==> src/rtl/serial_compare_ctrl.sv <==
// -----------------------------------------------------------------------------
// serial_compare_ctrl
//
// Purpose:
//   Sequencer for a single 1-bit magnitude comparator cell. Two WIDTH-bit
//   operands are captured on an accepted start and walked MSB first, one bit
//   per clock, through the cell. The first differing bit decides the result;
//   lower bits are ignored after that. The result is published together with a
//   one-cycle done pulse and held until the next accepted start.
//
// Parameters:
//   WIDTH    operand width in bits (2..32)
//
// Ports:
//   clk      in   1      system clock, rising edge
//   rst_n    in   1      asynchronous active-low reset
//   start    in   1      compare request, sampled only while idle
//   a_in     in   WIDTH  operand A, captured on the accepted start
//   b_in     in   WIDTH  operand B, captured on the accepted start
//   busy     out  1      high while shifting and during the done state
//   done     out  1      one-cycle pulse when gt/eq/lt become valid
//   gt       out  1      A > B, held until the next accepted start
//   eq       out  1      A == B, held until the next accepted start
//   lt       out  1      A < B, held until the next accepted start
//
// Build option:
//   EARLY_EXIT_EN  when defined, the first differing bit ends the shift phase
//                  on the next edge (latency k+2, k = number of equal MSBs).
//                  When undefined, every compare takes WIDTH+1 edges.
//                  Result values are the same in both builds.
// -----------------------------------------------------------------------------
module serial_compare_ctrl #(
  parameter int WIDTH = 8
) (
  input  logic             clk,
  input  logic             rst_n,
  input  logic             start,
  input  logic [WIDTH-1:0] a_in,
  input  logic [WIDTH-1:0] b_in,
  output logic             busy,
  output logic             done,
  output logic             gt,
  output logic             eq,
  output logic             lt
);

  localparam int IW = (WIDTH > 1) ? $clog2(WIDTH) : 1;
  localparam logic [IW-1:0] IDX_TOP = IW'(WIDTH - 1);

  typedef enum logic [1:0] {
    IDLE  = 2'd0,
    SHIFT = 2'd1,
    DONE  = 2'd2
  } state_t;

  state_t           state;
  logic [WIDTH-1:0] a_r;
  logic [WIDTH-1:0] b_r;
  logic [IW-1:0]    idx;      // down-counter, stops at 0 (never wraps)
  logic             flag;     // decision taken; sticky until next start
  logic             gt_r;
  logic             lt_r;

  // 1-bit comparator cell: examines the current bit pair.
  logic a_bit;
  logic b_bit;
  logic bit_diff;

  assign a_bit    = a_r[idx];
  assign b_bit    = b_r[idx];
  assign bit_diff = a_bit ^ b_bit;

  always_ff @(posedge clk or negedge rst_n) begin
    if (!rst_n) begin
      state <= IDLE;
      a_r   <= '0;
      b_r   <= '0;
      idx   <= '0;
      flag  <= 1'b0;
      gt_r  <= 1'b0;
      lt_r  <= 1'b0;
      busy  <= 1'b0;
      done  <= 1'b0;
      gt    <= 1'b0;
      eq    <= 1'b0;
      lt    <= 1'b0;
    end else begin
      done <= 1'b0;
      case (state)
        IDLE: begin
          if (start) begin
            a_r   <= a_in;
            b_r   <= b_in;
            idx   <= IDX_TOP;
            flag  <= 1'b0;
            gt_r  <= 1'b0;
            lt_r  <= 1'b0;
            gt    <= 1'b0;
            eq    <= 1'b0;
            lt    <= 1'b0;
            busy  <= 1'b1;
            state <= SHIFT;
          end
        end

        SHIFT: begin
          // Only the first differing bit (from the MSB) decides the result.
          if (!flag && bit_diff) begin
            gt_r <= a_bit;
            lt_r <= ~a_bit;
            flag <= 1'b1;
          end
          if (idx == '0) begin
            state <= DONE;
          end else begin
            idx <= idx - 1'b1;
          end
`ifdef EARLY_EXIT_EN
          // A decision is final, so the remaining bits need not be walked.
          if (!flag && bit_diff) begin
            state <= DONE;
          end
`endif
        end

        DONE: begin
          gt    <= gt_r;
          lt    <= lt_r;
          eq    <= ~flag;
          done  <= 1'b1;
          busy  <= 1'b0;
          state <= IDLE;
        end

        default: begin
          state <= IDLE;
          busy  <= 1'b0;
        end
      endcase
    end
  end

endmodule

==> config.mk <==
export PLATFORM = sky130hd
export DESIGN_NAME = serial_compare_ctrl
export DESIGN_NICKNAME = d
export VERILOG_FILES = /design/src/rtl/serial_compare_ctrl.sv
export SDC_FILE = /design/constraint.sdc
export NUM_CORES = 1
export LEC_CHECK = 0
export CORE_UTILIZATION = 51
export DETAILED_ROUTE_END_ITERATION = 10
export GPL_TIMING_DRIVEN = 0
export PLACE_DENSITY = 0.89
export REMOVE_ABC_BUFFERS = 1
export SKIP_LAST_GASP = 1
export SYNTH_ARGS = -nofsm -noshare
export SYNTH_HDL_FRONTEND = slang
export SYNTH_SLANG_ARGS = --single-unit
==> constraint.sdc <==
create_clock -name clk -period 1.8 [get_ports clk]
set_input_delay 0.27 -clock clk [delete_from_list [all_inputs] [get_ports clk]]
set_output_delay 0.27 -clock clk [all_outputs]
set_load 0.005 [all_outputs]
======== Word level (Yosys, flattened, before mapping) ========
Cells that the tools add are included.
word-level totals
  register bits after elaboration ......... 29
  bits of input ports ..................... 19
  output and inout port bits .............. 5
  logic and storage cells ................. 59
cells by class
  $add $sub $neg .......................... 1
  magnitude comparators ................... 1
  equal/unequal tests ..................... 6
  mux-type cells .......................... 23
  bitwise operators ....................... 4
  reduce and logical (&&, ||, !) cells .... 12
operators with widths
  operator                                             number
  case mux 1 bit (2 select lines)                      7
  two-way mux 1 bit                                    8
  != test 2 bit (second input constant)                4
  AND reduction 2 bit                                  4
  binary-select mux 1 bit (select 3 bit)               2
  two-way mux 3 bit                                    2
  case mux 3 bit (2 select lines)                      1
  AND reduction 3 bit                                  2
  < comparator 3 x 4 -> 1 bit (second input constant)  1
  two-way mux 2 bit                                    2
  case mux 2 bit (2 select lines)                      1
  nonzero test 2 bit                                   2
  zero test 3 bit                                      1
  NOT 1 bit                                            3
  subtractor 3 x 1 -> 3 bit (second input constant)    1
  == test 2 x 1 -> 1 bit (second input constant)       1
  == test 2 bit (second input constant)                1
  zero test 2 bit                                      1
  logical AND 1 bit                                    1
  zero test 1 bit                                      1
  bitwise XOR 1 bit                                    1

======== Longest topological paths before layout ========
Gate-level depths: netlist of the first run.
  depth after elaboration ................. 6
  gate-level depth with buffers ........... 7
  depth with buffers taken out ............ 6

======== Worst setup path before layout of the first run ========
No wires, ideal clock.
  path type ............................... register -> register
  start ................................... register idx[0]
  end ..................................... register lt_r
  library setup time ...................... 0.135 ns
  data arrival time ....................... 1.471 ns
  required time ........................... 1.665 ns
  path slack .............................. 0.194 ns
  cell stages (with the launch flop) ...... 6
  path buffers ............................ 1
  period minus slack after synthesis ...... 1.606 ns
  cells stage by stage .................... dfrtp_1 -> buf_6 -> mux4_2 -> mux2_4 -> o211ai_1 -> o211ai_1
between the ends
  cells in the longest elaborated chain, start to end .. 6
  elaborated cells on any way between the ends .. 11
  classes of those cells .................. 1 x eq/ne; 6 x mux; 2 x bitwise; 2 x reduce/logical
RTL lines
  item                                                       RTL line  source
  start: declaration                                         59        logic [IW-1:0] idx;
  start signal: assignment                                   116       idx <= idx - 1'b1;
  binary-select mux 1 bit (select 3 bit) (on tied branches)  69, 70
  two-way mux 1 bit (on tied branches)                       69, 70
  bitwise XOR 1 bit                                          71        assign bit_diff = a_bit ^ b_bit;
  logical AND 1 bit                                          108       if (!flag && bit_diff) begin
  != test 2 bit (no line)                                    --
  AND reduction 3 bit (no line)                              --
  end signal: assignment                                     110       lt_r <= ~a_bit;
  end: declaration                                           62        logic lt_r;
Several ways; a longest one is shown, not always the timed one. The select of a mux whose other input is x is not followed.
A chain may end at the register's enable or synchronous reset.

======== Worst setup path in the final report of the first run ========
Ends and elaborated chain as after synthesis.

==> reports/results.ini, run 1 <==
[global_route]
grt_usage_pct = 22.2
aggregate_global_routing_overflow = 0
first_global_vias = 975
grt_start_max_net_pins = 30
antenna_found_initial = 0
grt_pass1_wl_um = 4300

[critical_path]
rr_worst_depth = 4
setup.worst_path.class = flip-flop to flip-flop
timing.critical_path.from_type = flip-flop
crit_path_frequent_cell = o211ai_1
cp.arrival_ns = 1.92
timing.critical_path.buf_inv = 0
timing.critical_path.cells = mux4_2 -> mux2_4 -> o211ai_1 -> o211ai_1
max_stage_delay_ns = 0.54
crit_required_ns = 2.00
minimum_setup_slack_among_reg_to_reg_paths_ns = 0.09
critical-path-top-delay-family = multiplexers
r2r_end = lt_r$_DFFE_PN0P_
timing.critical_path.slowest_stage_cell = mux4_2
worst_r2r_startpoint = idx[0]$_DFFE_PN0P_
worst_setup_path_end_kind = flip-flop
crit_path_max_fanout = 7

[place]
routability_congestion_estimate_from_global_placement = 0.767
pre_cts_slack_ns = -0.296
postPlaceCellArea_um2 = 1590
detailed_place_hpwl_um = 1830
dp.cells = 151
port_buffers = 23

[clock_network]
clkTransAtPathRegs_ns = 0.08
number_of_buffers_created_by_cts = 5
clock_tree.htree_level_count = 2
numClockSinks = 29
cts_root_buffer = clkbuf_4
ctsLongestPathBuffers = 2
tritoncts = built
postCtsSetupBuffers = 0
clk_latency_ns = 0.32

[finish]
n_antenna_cell = 0
layout-area-overhead-vs-synth_pct = 23.8
fin_cells = 159
multi_input_comb_area_um2 = 571
post_route_cells_drive_above_1_share_pct = 24.0
fin_nets = 150
fillers = 204
sequential_cell_area_um2 = 727
layout.cell_area.non_filler_um2 = 1660
final_core_utilization_pct = 67.0

[sta]
min_period_over_period_pct = 95.2
max_slew_vio_count = 0
final_period_demand_of_the_worst_path_ns = 1.71
worstMarginPinSlew_ns = 0.642
setup_viol = 0
hold_viol_final = 0
fmax_mhz = 584
finalClockSkew_ns = 0.00318
max-slew-margin-rel_pct = 57.2
final_critical_path_setup_slack_ns = 0.0862
rsz0062_at_grt = true

[logic_synthesis]
post_synth.cell_area_avg_um2 = 13.3
synth.yosys.warnings = 0
yosys_register_bits = 29
synth_seq_area_share_pct = 54.2
netlist_area_um2 = 1340
cells_after_synth = 101
yosys.cell_types.count = 29

[floorplan]
die_height_um = 53.3
fp.dieArea_um2 = 2840
dieWidth_um = 53.3
standard_cell_row_count = 18
coreArea_um2 = 2480
top_level_ports = 24
initial_core_util_pct = 54.1

[routing]
vias_per_cell = 5.50
drt-wirelength-per-cell_um = 15.2
finalWirelength_um = 2410
antenna_violating_nets_post_route = 0
drt_iter0_markers = 3
via_count = 874
firstDrtPassIters = 5
drt_drc_violations_left = 0

[outcome]
result_of_the_run = finished clean

[power_and_ir_drop]
power_density_nw_per_um2 = 1720
p_total_mw = 2.85
ir_drop_uv = 975
power_leakage_nw = 0.715

[hold_path]
min_path_type = input pin to asynchronous set/reset pin

[job]
cap_viol_max_count = 0

[area by class of cell]
class                           count  area share (%)
Timing Repair Buffer               25            15.1
Sequential cell                    29            43.8
Clock buffer                        7            3.32
Inverter                            5            1.13
Tap cell                           30            2.26
Multi-Input combinational cell     63            34.4
[worst max path at each step]
stage,from,end,slack (ns),cells after the start
after global routing,idx[0]$_DFFE_PN0P_,lt_r$_DFFE_PN0P_,-0.02,4
after floorplan,state[0]$_DFFE_PN0P_,a_r[0]$_DFFE_PN0P_,-0.69,2
after CTS,state[0]$_DFFE_PN0P_,a_r[7]$_DFFE_PN0P_,0.02,3
after detailed placement,start,a_r[2]$_DFFE_PN0P_,-0.30,4
final,idx[0]$_DFFE_PN0P_,lt_r$_DFFE_PN0P_,0.09,4
after global placement,start,b_r[6]$_DFFE_PN0P_,-1.59,3
[worst reg2reg max path: stages, from the launching register on]
cell and delay [ns]:
dfrtp_2 0.48, mux4_2 0.55, mux2_4 0.30, o211ai_1 0.17
o211ai_1 0.10
[sequential cells by signal, summed over array words and instances, names as in the netlist]
name and flops:
busy 1, gt_r 1, b_r 8, flag 1, eq 1, done 1, state 2, lt 1
a_r 8, gt 1, idx 3, lt_r 1
[stage by stage]
step | TNS (ns) | hold WS (ns)
finish | 0 | 0.499
global route | -0.0156 | 0.527
CTS | 0 | 0.508
detailed placement | -4.58 | 0.488
global placement | -33.83 | 0.463
floorplan | -13.92 | -0.0256
[layer usage]
| layer | vias up | GRT usage, % | wire, um |
|---|---|---|---|
| met5 | - | 0 | 0 |
| met2 | 26 | 38.3 | 1250 |
| met4 | 0 | 7.46 | 26 |
| li1 | 415 | - | - |
| met1 | 429 | 24.2 | 1010 |
| met3 | 4 | 9.20 | 126 |
[where the power goes]
group	switching (mW)	total, mW	leakage, nW	internal [mW]
Combinational	0.476	1.22	0.337	0.743
Sequential	0.263	1.23	0.347	0.970
Clock	0.211	0.395	0.0314	0.184
Total	0.950	2.85	0.715	1.90
[repair_timing]
item,in CTS,in global routing
hold buffers,0,1
resized for setup,1,1
endpoints found under the setup margin,1,12
endpoints found under the hold margin,0,8
[Yosys cell counts]
| library cell | count | share of area [%] |
|---|---|---|
| a211o_1 | 1 | 0.65 |
| a21o_1 | 1 | 0.56 |
| a21oi_1 | 5 | 1.9 |
| and2_1 | 1 | 0.47 |
| buf_2 | 2 | 0.75 |
| buf_6 | 1 | 0.84 |
| buf_8 | 1 | 1.1 |
| dfrtp_1 | 29 | 54 |
| ha_1 | 2 | 1.9 |
| inv_1 | 5 | 1.4 |
| mux2_2 | 16 | 13 |
| mux2_4 | 1 | 1.1 |
| mux2i_1 | 1 | 0.75 |
| mux2i_4 | 1 | 1.7 |
| mux4_1 | 2 | 3.9 |
| mux4_2 | 2 | 3.4 |
| nand2_1 | 10 | 2.8 |
| nand2b_1 | 1 | 0.47 |
| nor2_1 | 4 | 1.1 |
| nor2b_1 | 2 | 0.93 |
| nor3_1 | 1 | 0.37 |
| nor3b_1 | 1 | 0.56 |
| o211ai_1 | 4 | 2.2 |
| o21ai_0 | 2 | 0.75 |
| o21bai_1 | 1 | 0.56 |
| o22ai_1 | 1 | 0.47 |
| o2bb2ai_1 | 1 | 0.65 |
| or2_2 | 1 | 0.47 |
| xnor2_1 | 1 | 0.65 |
[cells in the final DEF (no fill, tap or decap), drive strengths merged, types with 4 or more instances in the layout]
| cell type | Yosys | final |
|---|---|---|
| dfrtp | 29 | 29 |
| o211ai | 4 | 4 |
| mux4 | 4 | 4 |
| clkdlybuf4s50 | 0 | 22 |
| clkbuf | 0 | 7 |
| nor2 | 4 | 4 |
| mux2 | 17 | 17 |
| inv | 5 | 5 |
| nand2 | 10 | 10 |
| a21oi | 5 | 5 |
[kinds of logic (layout without fill, tap and decap cells)]
logic type / count (synthesis) / count (layout) / share of synthesized area (%)
mux: 23 / 23 / 24.3
buf+inv: 9 / 37 / 4.11
simple gates: 21 / 21 / 7.19
xor+xnor: 1 / 1 / 0.654
flops: 29 / 29 / 54.2
compound gates: 16 / 16 / 7.75
fa+ha+maj: 2 / 2 / 1.87
Note: power is estimated with default switching activity, not from simulation.
==> run 2, diff against run 1 <==
- CORE_UTILIZATION: 51 -> 53
- DONT_BUFFER_PORTS: not set -> 1
- PLACE_DENSITY: 0.89 -> 0.72
- SLEW_MARGIN: not set -> 5
==> run 2 against run 1 <==
Compared with the run above: clock skew fell by 0.0016 ns; combinational power is 11% lower; first-iteration DRC count increased to 2.7 times the previous value; design area decreased by 11%; setup slack gained 0.022 ns.
==> reports/results.ini, run 2 (synthesis results as in run 1) <==
[sta]
setup_viol = 0  ; unchanged
finalClockSkew_ns = 0.00156  ; -0.00162 ns
rsz0062_at_grt = false
worstMarginPinSlew_ns = 0.411  ; -0.231 ns
max_slew_vio_count = 0  ; unchanged
hold_viol_final = 0  ; unchanged
fmax_mhz = 591  ; +1.3%
min_period_over_period_pct = 94.0  ; -1.2 points
max-slew-margin-rel_pct = 72.6  ; +15 points
final_critical_path_setup_slack_ns = 0.109  ; +0.0225 ns
fin_setup_tns_ns = 0  ; unchanged
final_period_demand_of_the_worst_path_ns = 1.69  ; -0.0225 ns

[power_and_ir_drop]
power_leakage_nw = 0.651  ; -8.9%
pwr-share-seq_pct = 44.2  ; +0.9 points
power_density_nw_per_um2 = 1870  ; +9.2%
power.share.clock_pct = 16.2  ; +2.3 points
ir_drop_uv = 1150  ; +18%
pwr-share-comb_pct = 39.5  ; -3.3 points
swShare_pct = 33.2  ; -0.13 points
cell_internal_pwr_mw = 1.84  ; -2.8%
p_switching_mw = 0.918  ; -3.3%

[clock_network]
clkTransAtPathRegs_ns = 0.09  ; about the same
ctsLongestPathBuffers = 2  ; unchanged
clock_tree.htree_level_count = 2  ; unchanged
clk_latency_ns = 0.33  ; about the same
cts_root_buffer = clkbuf_4
tritoncts = built
numClockSinks = 29  ; unchanged
number_of_buffers_created_by_cts = 5  ; unchanged

[place]
routability_congestion_estimate_from_global_placement = 0.739  ; -3.7%
port_buffers = 0  ; -100%
pre_cts_slack_ns = 0.0145  ; +0.311 ns
detailed_place_hpwl_um = 1490  ; -19%
postPlaceCellArea_um2 = 1370  ; -14%

[floorplan]
fp.dieArea_um2 = 2730  ; -3.6%
initial_core_util_pct = 58.3  ; +4.2 points
standard_cell_row_count = 17  ; -1
dieWidth_um = 52.3  ; -1.8%
coreArea_um2 = 2300  ; -7.3%
top_level_ports = 24  ; unchanged
die_height_um = 52.3  ; -1.8%

[routing]
drt_drc_violations_left = 0  ; unchanged
firstDrtPassIters = 4  ; -1
drt-wirelength-per-cell_um = 15.2  ; +0.28%
via_count = 793  ; -9.3%
drt_iter0_markers = 8  ; +5
vias_per_cell = 5.79  ; +5.3%
finalWirelength_um = 2080  ; -14%
antenna_violating_nets_post_route = 0  ; unchanged

[critical_path]
worst_setup_path_end_kind = flip-flop
setup.worst_path.class = flip-flop to flip-flop
timing.critical_path.from_type = flip-flop
cp.arrival_ns = 1.90  ; -0.02 ns
crit_path_max_fanout = 7  ; unchanged
crit_required_ns = 2.01  ; about the same

[global_route]
first_global_vias = 791  ; -19%
global_route.usage.met2_pct = 29.1  ; -9.2 points
aggregate_global_routing_overflow = 0  ; unchanged
grt_start_max_net_pins = 30  ; unchanged
global_route.usage.met3_pct = 6.96  ; -2.2 points
antenna_found_initial = 0  ; unchanged
grt_busiest_layer = met2
grt_pass1_wl_um = 3620  ; -16%
grt_usage_pct = 20.0  ; -2.2 points
global_route.usage.met1_pct = 24.4  ; +0.16 points

[finish]
layout.cell_area.non_filler_um2 = 1470  ; -11%
layout-area-overhead-vs-synth_pct = 9.99
multi_input_comb_area_um2 = 571  ; unchanged
post_route_cells_drive_above_1_share_pct = 31.2  ; +7.2 points
fin_nets = 129  ; -14%
most_used_cells_in_the_layout_excluding_fill_and_tap_cells = dfrtp_1 (28), mux2_2 (16), nand2_1 (10)
fillers = 170  ; -17%
layout.cells.most_common = dfrtp_1
biggestRegsByFlops = a_r (8), b_r (8), idx (3)
sequential_cell_area_um2 = 727  ; unchanged
n_antenna_cell = 0  ; unchanged

[outcome]
result_of_the_run = finished clean

[job]
cap_viol_max_count = 0  ; unchanged

[hold_path]
min_path_type = input pin to flip-flop

==> run 2: cell types whose count changed in the layout (fill, tap and decap cells not counted) <==
| cell | previous run | this run |
|---|---|---|
| buf_12 | 0 | 1 |
| buf_2 | 1 | 0 |
| buf_6 | 0 | 2 |
| buf_8 | 1 | 0 |
| clkbuf_1 | 1 | 0 |
| clkbuf_8 | 1 | 2 |
| clkdlybuf4s50_1 | 22 | 0 |
| clkinv_2 | 0 | 1 |
==> run 2: worst paths after layout <==
check / startpoint / to / slack, ns / cells after the start
setup / recovery: idx[0]$_DFFE_PN0P_ / lt_r$_DFFE_PN0P_ / 0.11 / 4
hold / removal: a_in[7] / a_r[7]$_DFFE_PN0P_ / 0.09 / 1
setup reg to reg: idx[0]$_DFFE_PN0P_ / lt_r$_DFFE_PN0P_ / 0.11 / 4
max in group asynchronous: rst_n / idx[0]$_DFFE_PN0P_ / 1.27 / 2
hold reg to reg: a_r[1]$_DFFE_PN0P_ / a_r[1]$_DFFE_PN0P_ / 0.51 / 1
min in group asynchronous: rst_n / done$_DFF_PN0_ / 0.36 / 2
==> run 2: worst max-delay path: stages, from the launching register on <==
cell and delay (ns):
dfrtp_2 0.46, mux4_2 0.56, mux2_4 0.30, o211ai_1 0.16
o211ai_1 0.10
==> run 2: power groups by stage <==
| stage | Clock [mW] | Combinational (mW) | Sequential [mW] |
|---|---|---|---|
| global route | 0.502 | 1.21 | 1.28 |
| finish | 0.448 | 1.09 | 1.22 |
| CTS | 0.468 | 1.10 | 1.23 |
| detailed placement | 0 | 1.07 | 1.24 |
| global placement | 0 | 1.01 | 1.22 |
| floorplan | 0 | 0.924 | 1.16 |
==> run 2: routing by layer <==
layer / vias up / share of wire [%]
li1: 374 / -
met2: 22 / 47
met5: - / 0
met4: 0 / 3.5
met3: 7 / 5.5
met1: 390 / 44
==> run 2: final cells by class <==
type / instances / area share [%]
Multi-Input combinational cell: 63 / 38.7
Sequential cell: 29 / 49.3
Clock buffer: 7 / 4.41
Timing Repair Buffer: 4 / 3.57
Tap cell: 28 / 2.38
Clock inverter: 1 / 0.340
Inverter: 5 / 1.27
==> run 2: per-stage QoR <==
stage	utilization, %	total power [mW]	instances	hold slack, ns
2_1_floorplan	-	2.09	97	-0.0256
3_3_place_gp	58.3	2.23	125	-0.0251
3_5_place_dp	59.5	2.31	127	-0.0250
4_1_cts	63.9	2.79	137	0.0677
5_1_grt	64.2	2.99	137	0.0628
6_report	64.2	2.76	137	0.0857
==> run 2: what timing repair did <==
item / in CTS / in global routing
hold endpoints to repair: 29 / 0
endpoints found under the setup margin: 1 / 7
gates cloned: 0 / 0
hold buffers: 2 / 0
gates resized for setup: 1 / 1
buffers inserted: 0 / 0
